[src/rtl/tree_sequencer.sv]
`default_nettype none
// ============================================================================
// Module  : tree_sequencer
// Brief   : Walks per-channel decision trees, streaming node coefficients to
//           an external datapath and reporting the decision path taken.
// Rev     : 1.0
// ============================================================================
module tree_sequencer #(
  parameter  int FEATURES        = 3,
  parameter  int COEFF_BIT_DEPTH = 4,
  parameter  int BIAS_BIT_DEPTH  = 10,
  parameter  int TREE_DEPTH      = 3,
  parameter  int CHANNEL_COUNT   = 16,
  localparam int NODES   = 2**TREE_DEPTH - 1,
  localparam int W       = 2 + FEATURES + (FEATURES-1)*COEFF_BIT_DEPTH + BIAS_BIT_DEPTH,
  localparam int CH_W    = (CHANNEL_COUNT > 1) ? $clog2(CHANNEL_COUNT) : 1,
  localparam int ADDR_W  = (NODES*CHANNEL_COUNT > 1) ? $clog2(NODES*CHANNEL_COUNT) : 1,
  localparam int LEVEL_W = $clog2(TREE_DEPTH+1)
) (
  input  logic                       clk,
  input  logic                       reset,
  input  logic                       start,
  input  logic [CH_W-1:0]            start_channel,
  output logic                       busy,
  output logic [ADDR_W-1:0]          mem_addr,
  input  logic [W-1:0]               mem_data,
  output logic                       load_bias,
  output logic                       add,
  output logic                       mult,
  output logic [COEFF_BIT_DEPTH-1:0] coeff,
  output logic                       is_one,
  output logic [BIAS_BIT_DEPTH-1:0]  bias,
  input  logic                       child_direction,
  output logic                       out_valid,
  input  logic                       out_ready,
  output logic [CH_W-1:0]            out_channel,
  output logic [LEVEL_W-1:0]         level,
  output logic [TREE_DEPTH-1:0]      path
);

  localparam int NODE_W  = (NODES > 1) ? $clog2(NODES) : 1;
  localparam int DEPTH_W = (TREE_DEPTH > 1) ? $clog2(TREE_DEPTH) : 1;
  localparam int K_W     = (FEATURES > 1) ? $clog2(FEATURES) : 1;
  localparam int CIDX_W  = $clog2(FEATURES+1);

  localparam logic [2:0] S_IDLE   = 3'd0;
  localparam logic [2:0] S_FETCH  = 3'd1;
  localparam logic [2:0] S_EVAL   = 3'd2;
  localparam logic [2:0] S_DECIDE = 3'd3;
  localparam logic [2:0] S_DONE   = 3'd4;

  logic [2:0]                r_state, w_next;
  logic [CH_W-1:0]           r_channel;
  logic [NODE_W-1:0]         r_node;
  logic [DEPTH_W-1:0]        r_depth;
  logic [TREE_DEPTH-1:0]     r_path;
  logic [LEVEL_W-1:0]        r_level;
  logic [K_W-1:0]            r_k;
  logic [CIDX_W-1:0]         r_cidx;

  logic                       w_start_ok, w_flag, w_descend, w_is_one;
  logic [COEFF_BIT_DEPTH-1:0] w_coeff_sel;
  logic [2**K_W-1:0]          w_onehot_rev;
  logic [COEFF_BIT_DEPTH-1:0] w_coeff_tab [2**CIDX_W];

  // Unit-position bits reordered so index k addresses feature k; tables padded to a power of two.
  genvar gi;
  generate
    for (gi = 0; gi < 2**K_W; gi++) begin : g_onehot
      if (gi < FEATURES) begin : g_bit
        assign w_onehot_rev[gi] = mem_data[W-3-gi];
      end else begin : g_pad
        assign w_onehot_rev[gi] = 1'b0;
      end
    end
    for (gi = 0; gi < 2**CIDX_W; gi++) begin : g_coeff
      if (gi < FEATURES-1) begin : g_field
        assign w_coeff_tab[gi] =
          mem_data[BIAS_BIT_DEPTH + (FEATURES-2-gi)*COEFF_BIT_DEPTH +: COEFF_BIT_DEPTH];
      end else begin : g_pad
        assign w_coeff_tab[gi] = '0;
      end
    end
  endgenerate

  assign w_start_ok  = start && ({1'b0, start_channel} < (CH_W+1)'(CHANNEL_COUNT));
  assign w_flag      = child_direction ? mem_data[W-2] : mem_data[W-1];
  assign w_descend   = w_flag && (r_depth != DEPTH_W'(TREE_DEPTH-1));
  assign w_is_one    = w_onehot_rev[r_k];
  assign w_coeff_sel = w_is_one ? '0 : w_coeff_tab[r_cidx];

  assign mem_addr    = ADDR_W'(r_channel) * ADDR_W'(NODES) + ADDR_W'(r_node);
  assign out_channel = r_channel;
  assign level       = r_level;
  assign path        = r_path;

  always_ff @(posedge clk or posedge reset) begin
    if (reset) r_state <= S_IDLE;
    else       r_state <= w_next;
  end

  always_comb begin
    w_next = r_state;
    case (r_state)
      S_IDLE:   if (w_start_ok) w_next = S_FETCH;
      S_FETCH:  w_next = S_EVAL;
      S_EVAL:   if (r_k == K_W'(FEATURES-1)) w_next = S_DECIDE;
      S_DECIDE: w_next = w_descend ? S_FETCH : S_DONE;
      S_DONE:   if (out_ready) w_next = w_start_ok ? S_FETCH : S_IDLE;
      default:  w_next = S_IDLE;
    endcase
  end

  always_comb begin
    busy      = (r_state != S_IDLE);
    out_valid = (r_state == S_DONE);
    load_bias = 1'b0;
    add       = 1'b0;
    mult      = 1'b0;
    is_one    = 1'b0;
    coeff     = '0;
    bias      = '0;
    if (r_state == S_EVAL) begin
      add       = 1'b1;
      load_bias = (r_k == '0);
      is_one    = w_is_one;
      coeff     = w_coeff_sel;
      mult      = ~(w_is_one | (w_coeff_sel == '0));
      bias      = mem_data[BIAS_BIT_DEPTH-1:0];
    end
  end

  // Job context; a new job may also be launched directly from DONE.
  always_ff @(posedge clk or posedge reset) begin
    if (reset) begin
      r_channel <= '0;
      r_node    <= '0;
      r_depth   <= '0;
      r_path    <= '0;
      r_level   <= '0;
      r_k       <= '0;
      r_cidx    <= '0;
    end else begin
      case (r_state)
        S_IDLE, S_DONE: begin
          if (w_start_ok && (r_state == S_IDLE || out_ready)) begin
            r_channel <= start_channel;
            r_node    <= '0;
            r_depth   <= '0;
            r_path    <= '0;
          end
        end
        S_FETCH: begin
          r_k    <= '0;
          r_cidx <= '0;
        end
        S_EVAL: begin
          r_k <= r_k + K_W'(1);
          if (!w_is_one) r_cidx <= r_cidx + CIDX_W'(1);
        end
        S_DECIDE: begin
          r_path[r_depth] <= child_direction;
          if (w_descend) begin
            r_node  <= r_node * NODE_W'(2) + NODE_W'(1) + NODE_W'(child_direction);
            r_depth <= r_depth + DEPTH_W'(1);
          end else begin
            r_level <= LEVEL_W'(r_depth) + LEVEL_W'(1);
          end
        end
        default: ;
      endcase
    end
  end

endmodule
`default_nettype wire

[config.mk]
export PLATFORM = sky130hd
export DESIGN_NAME = tree_sequencer
export DESIGN_NICKNAME = d
export VERILOG_FILES = /design/src/rtl/tree_sequencer.sv
export SDC_FILE = /design/constraint.sdc
export NUM_CORES = 1
export LEC_CHECK = 0
export CORE_MARGIN = 10
export CORE_UTILIZATION = 45
export CTS_CLUSTER_SIZE = 20
export DETAILED_ROUTE_END_ITERATION = 8
export PLACE_DENSITY = 0.84
export SYNTH_ARGS = -nofsm -noshare
export SYNTH_HDL_FRONTEND = slang
export SYNTH_SLANG_ARGS = --single-unit
[constraint.sdc]
create_clock -name clk -period 5.48 [get_ports clk]
set_input_delay 0.548 -clock clk [delete_from_list [all_inputs] [get_ports clk]]
set_output_delay 0.548 -clock clk [all_outputs]
set_load 0.02 [all_outputs]
== After elaboration in Yosys (flattened, before gate mapping) ==
Index checks and enable logic that the tools add are counted.

* Bits in registers: 21
* Latch bits: 0
* RAM bits: 0
* ROM bits: 0
* Bits of input ports: 32
* Output and inout bits: 36
* Word-level logic and storage cells: 84
* Memories: 0

* $add $sub $neg: 6
* Multiply operators: 1
* Div/mod/pow operators: 0
* Magnitude comparators: 4
* Equal/unequal tests: 12
* Shift operators: 0
* Mux-type cells: 32
* Bitwise operators: 4
* Reduce and logical (&&, ||, !) cells: 17

{| class="wikitable"
|+ Operators with widths
! cell !! count
|-
| 3-bit 2-to-1 mux || 6
|-
| 4-bit 2-to-1 mux || 4
|-
| 3-bit one-hot mux with 5 select lines || 1
|-
| 2-bit inequality test, second input constant || 6
|-
| 2-bit one-hot mux with 2 select lines || 3
|-
| 3-bit one-hot mux with 2 select lines || 2
|-
| 10-bit 2-to-1 mux || 1
|-
| 4-bit binary-select mux with 2-bit select || 1
|-
| 1-bit 2-to-1 mux || 8
|-
| 2-bit AND reduction || 4
|-
| 7-bit by 3-bit adder with 7-bit output || 1
|-
| 4-bit by 3-bit multiplier with 7-bit output, second input constant || 1
|-
| 2-bit by 1-bit adder with 2-bit output, second input constant || 3
|-
| 3-bit by 2-bit equality test with 1-bit output, second input constant || 2
|-
| 2-bit by 3-bit < comparator with 1-bit output, second input constant || 2
|-
| 2-bit 2-to-1 mux || 3
|-
| 3-bit AND reduction || 2
|-
| 4-bit logical NOT || 1
|-
| 2-bit nonzero test || 2
|-
| 3-bit by 1-bit adder with 3-bit output || 1
|-
| 3-bit by 1-bit adder with 3-bit output, second input constant || 1
|-
| 3-bit bitwise mux || 1
|-
| 3-bit by 1-bit equality test with 1-bit output, second input constant || 1
|-
| 3-bit equality test, second input constant || 1
|-
| 15 further kinds || 18
|}

== Longest topological paths before layout ==
Gate-level depths: netlist (run 1).

* Depth after elaboration: 9
* Mapped depth: 9
* Depth with buffers taken out: 9

== Worst setup path before layout (run 1) ==
No wires, ideal clock.

* Path kind: register to output
* Start point: reg r_channel[2] (netlist: out_channel[2])
* End point: out mem_addr[5]
* Arrival time: 2.586 ns
* Data required time: 4.932 ns
* Slack: 2.346 ns
* Stages on the path, launching flop included: 7
* Buffers on the path: 0
* Cells stage by stage: dfrtp_1 > fa_1 > fa_1 > fa_1 > a21o_1 > a21oi_1 > xnor2_1

* Cells in the longest elaborated chain, start to end: 2

{| class="wikitable"
|+ Ends and longest elaborated chain
! item !! line !! text
|-
| start, declared || 53 || <nowiki>logic [CH_W-1:0] r_channel;</nowiki>
|-
| start signal, assigned || 147 || <nowiki>r_channel <= start_channel;</nowiki>
|-
| 4-bit by 3-bit multiplier with 7-bit output || 92 || <nowiki>assign mem_addr = ADDR_W'(r_channel) * ADDR_W'(NODES) + ADDR_W'(r_node);</nowiki>
|-
| 7-bit by 3-bit adder with 7-bit output || 92 ||
|-
| end, declared || 25 || <nowiki>output logic [ADDR_W-1:0] mem_addr,</nowiki>
|}

No other way between the ends.

== Final worst setup path (run 1) ==
* Start point: reg r_channel[0] (netlist: out_channel[0])
* End point: out mem_addr[5]

The elaborated chain is that of the path after synthesis.

==> run metrics, run 1 <==
Avg Cell Area, Syn=10.4 um^2; total nets after synthesis=210; final hold viol count=0; placed cell area=2320 um^2; area share of the largest cell type after synthesis=32.7%; data required time at the worst endpoint=4.93 ns; final setup fails=0; maximum vdd drop=349 uV; FFs w/ async S/R, synth=100%; fin area=2350 um^2; cts hold-fix bufs=0; overall die width=79.8 um; Min Hold Slack=0.512 ns; number of global-route vias before repair=1,404; post-route setup TNS=0 ns; drt wl/cell=15.3 um; Post-Synthesis Cells=155; Initial DRC Count=30; Tmin final=3.98 ns; Setup Buffers After CTS=0; DR pass1 iterations=4; CTS tree=yes; Die Y=79.8 um; relative slew slack=48.4%; Reg area=526 um^2; post-route core utilization=69.2%; Synth top cells by count=21 x dfrtp_1, 18 x ha_1, 17 x inv_1; via count=1,346; Leak=1.07 nW; area taken by multi-input logic gates=1000 um^2; Worst Max-Slew Pin Slew=0.773 ns; layout cell share with drive strength beyond 1=8.07%; flops & latches, synth=21; PwrDens=743 nW/um^2; sequential fraction of the synthesis area=32.7%; RSZ-0062 raised after global routing=false; library cells used by synthesis=39; total clock buffers created by CTS=3; Post-synth EDFFs=0; max_cap viols=0; largest net degree at the start of global routing=22; worst skew pair latency=0.31 ns; Hold WC Path Type=reg2reg; Starting Density=47.4%; DRC=0; Nets=279; ant diodes=0; Port Buffers=67; Mapped Area=1610 um^2; CP Capture Type=output port; Setup Crit Path Kind=reg2out; largest cells by area after synthesis=dfrtp_1 33%, ha_1 14%, fa_1 6.2%; Core Region=3390 um^2; # IOs=68; crit path launch type=flip-flop; post-route ant nets=0; clk_skew=0.00613 ns; final WL=4.13 mm; initial antenna violation count=0; H-Tree Depth=1; Synth Flop Type=dfrtp_1; area grow syn2layout=46.0%; Final HPWL DP=3.50 mm; Slew Limit Fails=0; post-cts sizing count=0; Crit path arrival time=3.43 ns; run status=finished clean; Synthesis Warnings=0; fin crit share=72.7%; Crit Path Max Fanout=5; # fillers=263; count leader, synth=dfrtp_1; num rows=21; CTS root buf=clkbuf_4; Clock transition at path regs=0.12 ns; global-route wire length before repair=6.71 mm; clk buf depth=2; routed vias/inst=5.00; Die ar.=6360 um^2; total track usage=12.9%; Max Fclk=251 MHz; cell taking the most area after synthesis=dfrtp_1; overflow left after global routing=0; clk sinks=21; routability cong.=0.748
layout by cell type, fill, tap and decap left out, types with 2 or more instances in the layout:
| master | synthesis | routed |
|---|---|---|
| xor2_1 | 3 | 3 |
| a21oi_1 | 4 | 4 |
| xnor2_1 | 3 | 3 |
| ha_1 | 18 | 18 |
| a22o_1 | 7 | 7 |
| nand2b_1 | 2 | 2 |
| o21bai_1 | 3 | 3 |
| clkbuf_4 | 0 | 3 |
| mux2_2 | 6 | 6 |
| o21ai_0 | 6 | 6 |
| clkdlybuf4s50_1 | 0 | 67 |
| mux2i_1 | 7 | 7 |
| nand2_1 | 6 | 6 |
| nor2_1 | 9 | 9 |
| fa_1 | 5 | 5 |
| and2_1 | 13 | 13 |
| dfrtp_1 | 21 | 21 |
| inv_1 | 17 | 17 |
| o211ai_1 | 3 | 3 |
power by group:
| part | internal (W) | switching, W | total [W] |
|---|---|---|---|
| Combinational | 0.000671 | 0.000687 | 0.00136 |
| Clock | 0.0000272 | 0.0000492 | 0.0000764 |
| Sequential | 0.000219 | 0.0000894 | 0.000308 |
| Total | 0.000917 | 0.000826 | 0.00174 |
stage by stage:
stage	instances	setup slack, ns	total power [W]
floorplan	155	2.35	0.00116
global placement	265	1.90	0.00165
detailed placement	265	1.81	0.00168
CTS	269	1.46	0.00177
global route	269	1.32	0.00190
finish	269	1.50	0.00174
state kept, by name, summed over array words and instances, names as in the netlist:
signal and cells:
level 2, out_channel 4, path 3, r_cidx 2
r_depth 2, r_k 2, r_node 3, r_state 3
final timing paths:
| path | start | to | slack (ns) | cells after the start |
|---|---|---|---|---|
| worst max-delay path | out_channel[0]$_DFFE_PP0P_ | mem_addr[5] | 1.50 | 7 |
| worst min-delay path | path[1]$_DFFE_PP0P_ | path[1]$_DFFE_PP0P_ | 0.51 | 1 |
| max in group asynchronous | reset | r_k[0]$_DFFE_PP0P_ | 4.33 | 2 |
| min in group asynchronous | reset | out_channel[2]$_DFFE_PP0P_ | 0.67 | 2 |
| worst min register to register | path[1]$_DFFE_PP0P_ | path[1]$_DFFE_PP0P_ | 0.51 | 1 |
| worst max register to register | r_state[0]$_DFFE_PP0P_ | r_cidx[1]$_DFFE_PP0P_ | 3.74 | 4 |
critical path: stages, from the launching register on:
cell and delay, ns:
dfrtp_1 0.47, fa_1 0.58, fa_1 0.47, fa_1 0.48
a21o_1 0.19, a21oi_1 0.18, xnor2_1 0.13, clkdlybuf4s50_1 0.62
cell type report:
cell class                 count  area share, %
clock buffer                   3          0.960
clock inverter                 1          0.213
inverter                      17           2.72
multi-input combinational    114           42.7
sequential                    21           22.4
tap                           46           2.45
timing repair buffer          67           28.6
kinds of logic (layout without fill, tap and decap cells):
group / Yosys count / after routing / synth area share [%]
AND/OR/NAND/NOR: 42 / 42 / 15.7
AO/OA/AOI/OAI: 30 / 30 / 14.5
adder cells (fa/ha/maj): 23 / 23 / 20.2
flip-flops: 21 / 21 / 32.7
buffers and inverters: 20 / 88 / 4.98
multiplexers: 13 / 13 / 8.57
XOR/XNOR: 6 / 6 / 3.27
routing by layer:
metal | GRT usage (%) | wire, um
met5 | 0 | 0
met4 | 3.70 | 33
met3 | 2.36 | 165
met2 | 22.3 | 2180
met1 | 15.8 | 1740
Power figures use the tool's default switching activity.
==> run 2, diff against run 1 <==
Settings changed: CORE_UTILIZATION 45 to 39, PLACE_DENSITY 0.84 to 0.77.
Clock period 5.48 ns to 3.4 ns, I/O delays scaled along.
==> run metrics, run 2 (synthesized netlist as in run 1, its figures left out) <==
run status=finished clean (unchanged); num rows=23 (was 21); worst skew pair latency=0.26 ns (was 0.31 ns); Starting Density=40.2% (was 47.4%); Leak=1.11 nW (was 1.07 nW); final setup fails=0 (unchanged); met2 Use GR=18.4% (was 22.3%); Initial DRC Count=28 (was 30); CTS root buf=clkbuf_8 (was clkbuf_4); # fillers=353 (was 263); Max Fclk=311 MHz; RSZ-0062 raised after global routing=false (unchanged); DR pass1 iterations=4 (unchanged); clk sinks=21 (unchanged); Nets=283 (was 279); final hold viol count=0 (unchanged); Core Region=4000 um^2 (was 3390 um^2); routed vias/inst=4.82 (was 5.00); Tmin final=3.21 ns; fin crit share=94.5%; clk buf depth=2 (unchanged); max_cap viols=0 (unchanged); ant diodes=0 (unchanged); final WL=4.00 mm (was 4.13 mm); drt wl/cell=14.4 um (was 15.3 um); Die ar.=7090 um^2 (was 6360 um^2); global-route wire length before repair=6.68 mm (was 6.71 mm); R2R setup slack=1.77 ns (was 3.74 ns); total clock buffers created by CTS=3 (unchanged); layout cell share with drive strength beyond 1=10.6% (was 8.07%); dpl cells=273 (was 265); area taken by multi-input logic gates=1000 um^2 (unchanged); grt peak-use layer=met2 (unchanged); Crit path arrival time=2.87 ns (was 3.43 ns); cts hold-fix bufs=0 (unchanged); overall die width=84.2 um (was 79.8 um); via count=1,334 (was 1,346); Slew Limit Fails=0 (unchanged); CTS tree=yes (unchanged); crit path launch type=flip-flop (unchanged); Port Buffers=67 (unchanged); GR Layer Usage met3=4.25% (was 2.36%); Reg area=526 um^2 (unchanged); # IOs=68 (unchanged); Die Y=84.2 um (was 79.8 um); CP Capture Type=output port (unchanged); Worst Max-Slew Pin Slew=0.822 ns (was 0.773 ns); total track usage=10.9% (was 12.9%); area grow syn2layout=48.8% (was 46.0%); H-Tree Depth=1 (unchanged); Setup Crit Path Kind=reg2out (unchanged); data required time at the worst endpoint=3.06 ns (was 4.93 ns); post-route ant nets=0 (unchanged); non-filler cells in the finished layout=277 (was 269); relative slew slack=45.1% (was 48.4%); max reg flops=4 (unchanged); Final HPWL DP=3.32 mm (was 3.50 mm); maximum vdd drop=625 uV (was 349 uV); most common cell after layout, fill and taps aside=clkdlybuf4s50_1 (unchanged); Hold WC Path Type=reg2reg (unchanged); routability cong.=0.747 (was 0.748); routing usage on met1=13.2% (was 15.8%); largest net degree at the start of global routing=22 (unchanged); Tot Pwr=0.00279 W (was 0.00174 W); initial antenna violation count=0 (unchanged); clk_skew=0.00627 ns (was 0.00613 ns); PwrDens=1170 nW/um^2 (was 743 nW/um^2); number of global-route vias before repair=1,434 (was 1,404); Crit Path Max Fanout=2 (was 5); DRC=0 (unchanged); most frequent cells in the layout=63 x clkdlybuf4s50_1, 21 x dfrtp_1, 18 x ha_1 (was 67 x clkdlybuf4s50_1, 21 x dfrtp_1, 18 x ha_1); post-route setup TNS=0 ns (unchanged); Clock transition at path regs=0.08 ns (was 0.12 ns); overflow left after global routing=0 (unchanged)
run 2: changes by cell type in the layout (fill, tap and decap cells not counted), sizes merged:
cell           change
dlygate4sd2        +1
clkbuf             +2
dlymetal6s2s       +1
buf                +4
clkdlybuf4s50      -4
run 2: final cells by class:
| class | count | share of cell area [%] |
|---|---|---|
| inverter | 17 | 2.67 |
| tap | 50 | 2.62 |
| clock inverter | 1 | 0.209 |
| sequential | 21 | 22.0 |
| multi-input combinational | 114 | 41.9 |
| clock buffer | 3 | 1.73 |
| timing repair buffer | 71 | 28.9 |
run 2: critical path, cell delays in order, from the launching register on:
cell and delay [ns]:
dfrtp_1 0.41, fa_1 0.57, fa_1 0.47, ha_1 0.31, a21oi_1 0.20, nor2b_1 0.07, nor2_1 0.11, xnor2_1 0.12
dlygate4sd2_1 0.35
run 2: final timing paths:
kind | cells after the start | to | start
max in group asynchronous | 2 | level[0]$_DFFE_PP0P_ | reset
min in group asynchronous | 2 | out_channel[3]$_DFFE_PP0P_ | reset
worst max register to register | 4 | level[1]$_DFFE_PP0P_ | r_depth[0]$_DFFE_PP0P_
worst min-delay path | 2 | level[0]$_DFFE_PP0P_ | level[0]$_DFFE_PP0P_
worst min register to register | 2 | level[0]$_DFFE_PP0P_ | level[0]$_DFFE_PP0P_
worst max-delay path | 8 | mem_addr[4] | out_channel[0]$_DFFE_PP0P_
run 2: power by group:
part | internal, W | switching [W] | leakage, nW
clock | 0.0000816 | 0.0000822 | 0.0255
sequential | 0.000354 | 0.000125 | 0.271
combinational | 0.00103 | 0.00112 | 0.811
run 2: metal layers:
metal / wire length, um / share of wire, %
met1: 1710 / 43
met5: 0 / 0
met4: 4 / 0.10
met3: 285 / 7.1
met2: 1990 / 50
run 2: repair_timing:
item	in CTS	in global routing
setup buffers	0	0
gates cloned	0	0
endpoints found under the setup margin	3	3
gates resized for setup	3	6
run 2: per-stage QoR:
step,hold slack [ns],utilization (%),setup WS [ns],cell area [um^2]
2_1_floorplan,0.317,-,0.474,1610
3_3_place_gp,0.485,58.8,0.0695,2350
3_5_place_dp,0.475,58.8,0.0298,2350
4_1_cts,0.505,59.9,0.00997,2400
5_1_grt,0.529,59.8,0.0385,2390
6_report,0.508,59.8,0.188,2390
==> run 3, diff against run 2 <==
Clock period 3.4 ns to 2.87 ns, I/O delays scaled along.
==> run metrics, run 3 (synthesized netlist as in run 1, its figures left out) <==
crit path launch type=flip-flop (unchanged); Leak=1.13 nW (was 1.11 nW); # IOs=68 (unchanged); maximum vdd drop=639 uV (was 625 uV); # fillers=360 (was 353); relative slew slack=48.7% (was 45.1%); post-route setup TNS=-0.341 ns (was 0 ns); Critical Path Max Stage Delay=0.55 ns (was 0.57 ns); layout cell share with drive strength beyond 1=16.8% (was 10.6%); clk buf depth=2 (unchanged); sw power=0.00167 W (was 0.00132 W); Hold WC Path Type=in2async (was reg2reg); RSZ-0062 raised after global routing=true (was false); Die ar.=7090 um^2 (unchanged); overflow left after global routing=0 (unchanged); Slew Limit Fails=0 (unchanged); final setup fails=3 (was 0); total track usage=10.6% (was 10.9%); Crit path arrival time=2.76 ns (was 2.87 ns); max_cap viols=0 (unchanged); Flop pwr share=15.4% (was 17.2%); num rows=23 (unchanged); max reg flops=4 (unchanged); CTS root buf=clkbuf_8 (unchanged); CP max-delay cell=fa_1 (unchanged); combinational share of power=79.4% (was 77.0%); Core Region=4000 um^2 (unchanged); most common cell after layout, fill and taps aside=clkdlybuf4s50_1 (unchanged); overall die width=84.2 um (unchanged); Tot Pwr=0.00361 W (was 0.00279 W); Worst Max-Slew Pin Slew=0.768 ns (was 0.822 ns); DRC=0 (unchanged); Tmin final=3.05 ns; placed cell area=2400 um^2 (was 2350 um^2); Initial DRC Count=18 (was 28); R2R setup slack=1.24 ns (was 1.77 ns); clk sinks=21 (unchanged); final hold viol count=0 (unchanged); Starting Density=40.2% (unchanged); Switching Share=46.1% (was 47.4%); most frequent cells in the layout=62 x clkdlybuf4s50_1, 20 x dfrtp_1, 17 x inv_1 (was 63 x clkdlybuf4s50_1, 21 x dfrtp_1, 18 x ha_1); worst-path cell chain=fa_1 > fa_1 > fa_2 > a21o_1 > a21oi_2 > xnor2_2 > buf_4 (was fa_1 > fa_1 > ha_1 > a21oi_1 > nor2b_1 > nor2_1 > xnor2_1 > dlygate4sd2_1); Top cell by count, worst path=fa_1 (unchanged); Clock transition at path regs=0.08 ns (about the same); run status=finished with violations (was finished clean); CP Buf/Inv Count=1 (unchanged); PwrDens=1460 nW/um^2 (was 1170 nW/um^2); CTS tree=yes (unchanged); clk_skew=0.00661 ns (was 0.00627 ns); CP Capture Type=output port (unchanged); DR pass1 iterations=4 (unchanged); Setup Crit Path Kind=reg2out (unchanged); Final HPWL DP=3.33 mm (was 3.32 mm); data required time at the worst endpoint=2.58 ns (was 3.06 ns); global-route wire length before repair=6.57 mm (was 6.68 mm); post-route core utilization=61.8% (was 59.8%); final WL=3.97 mm (was 4.00 mm); ant diodes=0 (unchanged); post-route ant nets=0 (unchanged); fin crit share=106%; via count=1,383 (was 1,334); H-Tree Depth=1 (unchanged); initial antenna violation count=0 (unchanged); area grow syn2layout=53.8% (was 48.8%); Max Fclk=328 MHz; Crit Path Max Fanout=2 (unchanged); Final Worst Setup Slack=-0.176 ns (was 0.188 ns); number of global-route vias before repair=1,469 (was 1,434); worst skew pair latency=0.26 ns (about the same); Die Y=84.2 um (unchanged); internal power=0.00195 W (was 0.00147 W); fin area=2470 um^2 (was 2390 um^2); routed vias/inst=4.90 (was 4.82); clock share of power=5.2% (was 5.9%); cts hold-fix bufs=0 (unchanged); total clock buffers created by CTS=3 (unchanged); failing checks=negative setup slack; drt wl/cell=14.1 um (was 14.4 um); Port Buffers=67 (unchanged); routability cong.=0.751 (was 0.747); largest net degree at the start of global routing=22 (unchanged); CP top delay family=adder cells (unchanged); Nets=288 (was 283)
==> run 3: cell count changes in the layout (fill, tap and decap cells not counted), moves of 2 or more <==
cell      before  now
ha_1          18   15
clkbuf_2       2    0
a21oi_1        4    2
buf_4          4   12
ha_4           0    2
a21oi_2        0    2
==> run 3: worst register-to-register path: cells and delay by family, from the launching register on <==
family,cells,cell delay (ns)
flops,1,0.38
mux,1,0.38
fa+ha+maj,1,0.26
compound gates,1,0.41
buf+inv,1,0.09
==> run 3: power groups by stage <==
stage | Combinational (W) | Sequential (W) | Clock (W)
3_5_place_dp | 0.00283 | 0.000562 | 0
5_1_grt | 0.00319 | 0.000582 | 0.000210
2_1_floorplan | 0.00166 | 0.000593 | 0
6_report | 0.00287 | 0.000557 | 0.000189
4_1_cts | 0.00276 | 0.000558 | 0.000197
3_3_place_gp | 0.00279 | 0.000556 | 0
==> run 3: final timing paths <==
check	start	to	cells after the start
max in group asynchronous	reset	out_channel[2]$_DFFE_PP0P_	2
worst min-delay path	reset	path[2]$_DFFE_PP0P_	2
worst min register to register	level[0]$_DFFE_PP0P_	level[0]$_DFFE_PP0P_	2
worst max-delay path	out_channel[0]$_DFFE_PP0P_	mem_addr[5]	7
min in group clk	level[0]$_DFFE_PP0P_	level[0]$_DFFE_PP0P_	2
worst max register to register	r_depth[0]$_DFFE_PP0P_	level[1]$_DFFE_PP0P_	4
==> run 3: repair_timing <==
item,4_1_cts,5_1_grt
setup endpoints to repair,5,5
resized for setup,26,3
buffers inserted,0,0
pin swaps,8,1
==> run 3: per-layer routing <==
layer	part of all wire, %	GRT usage (%)	vias up
li1	-	-	689
met4	0.15	0.913	0
met3	8.2	4.35	2
met5	0	0	-
met1	41	11.8	653
met2	51	19.2	39
==> run 3: metrics by stage <==
step	hold slack (ns)	instances	setup slack, ns
floorplan	0.263	155	0.0130
global placement	0.484	278	-0.454
detailed placement	0.478	278	-0.528
CTS	0.500	282	-0.149
global route	0.532	282	-0.273
finish	0.464	282	-0.176
==> run 3: area by class of cell <==
type                            count  area (um^2)  area share [%]
Inverter                           17         63.8            2.58
Tap cell                           50         62.6            2.53
Clock inverter                      1         5.00           0.203
Sequential cell                    21          527            21.3
Clock buffer                        3         41.3            1.67
Timing Repair Buffer               76          726            29.4
Multi-Input combinational cell    114         1050            42.3
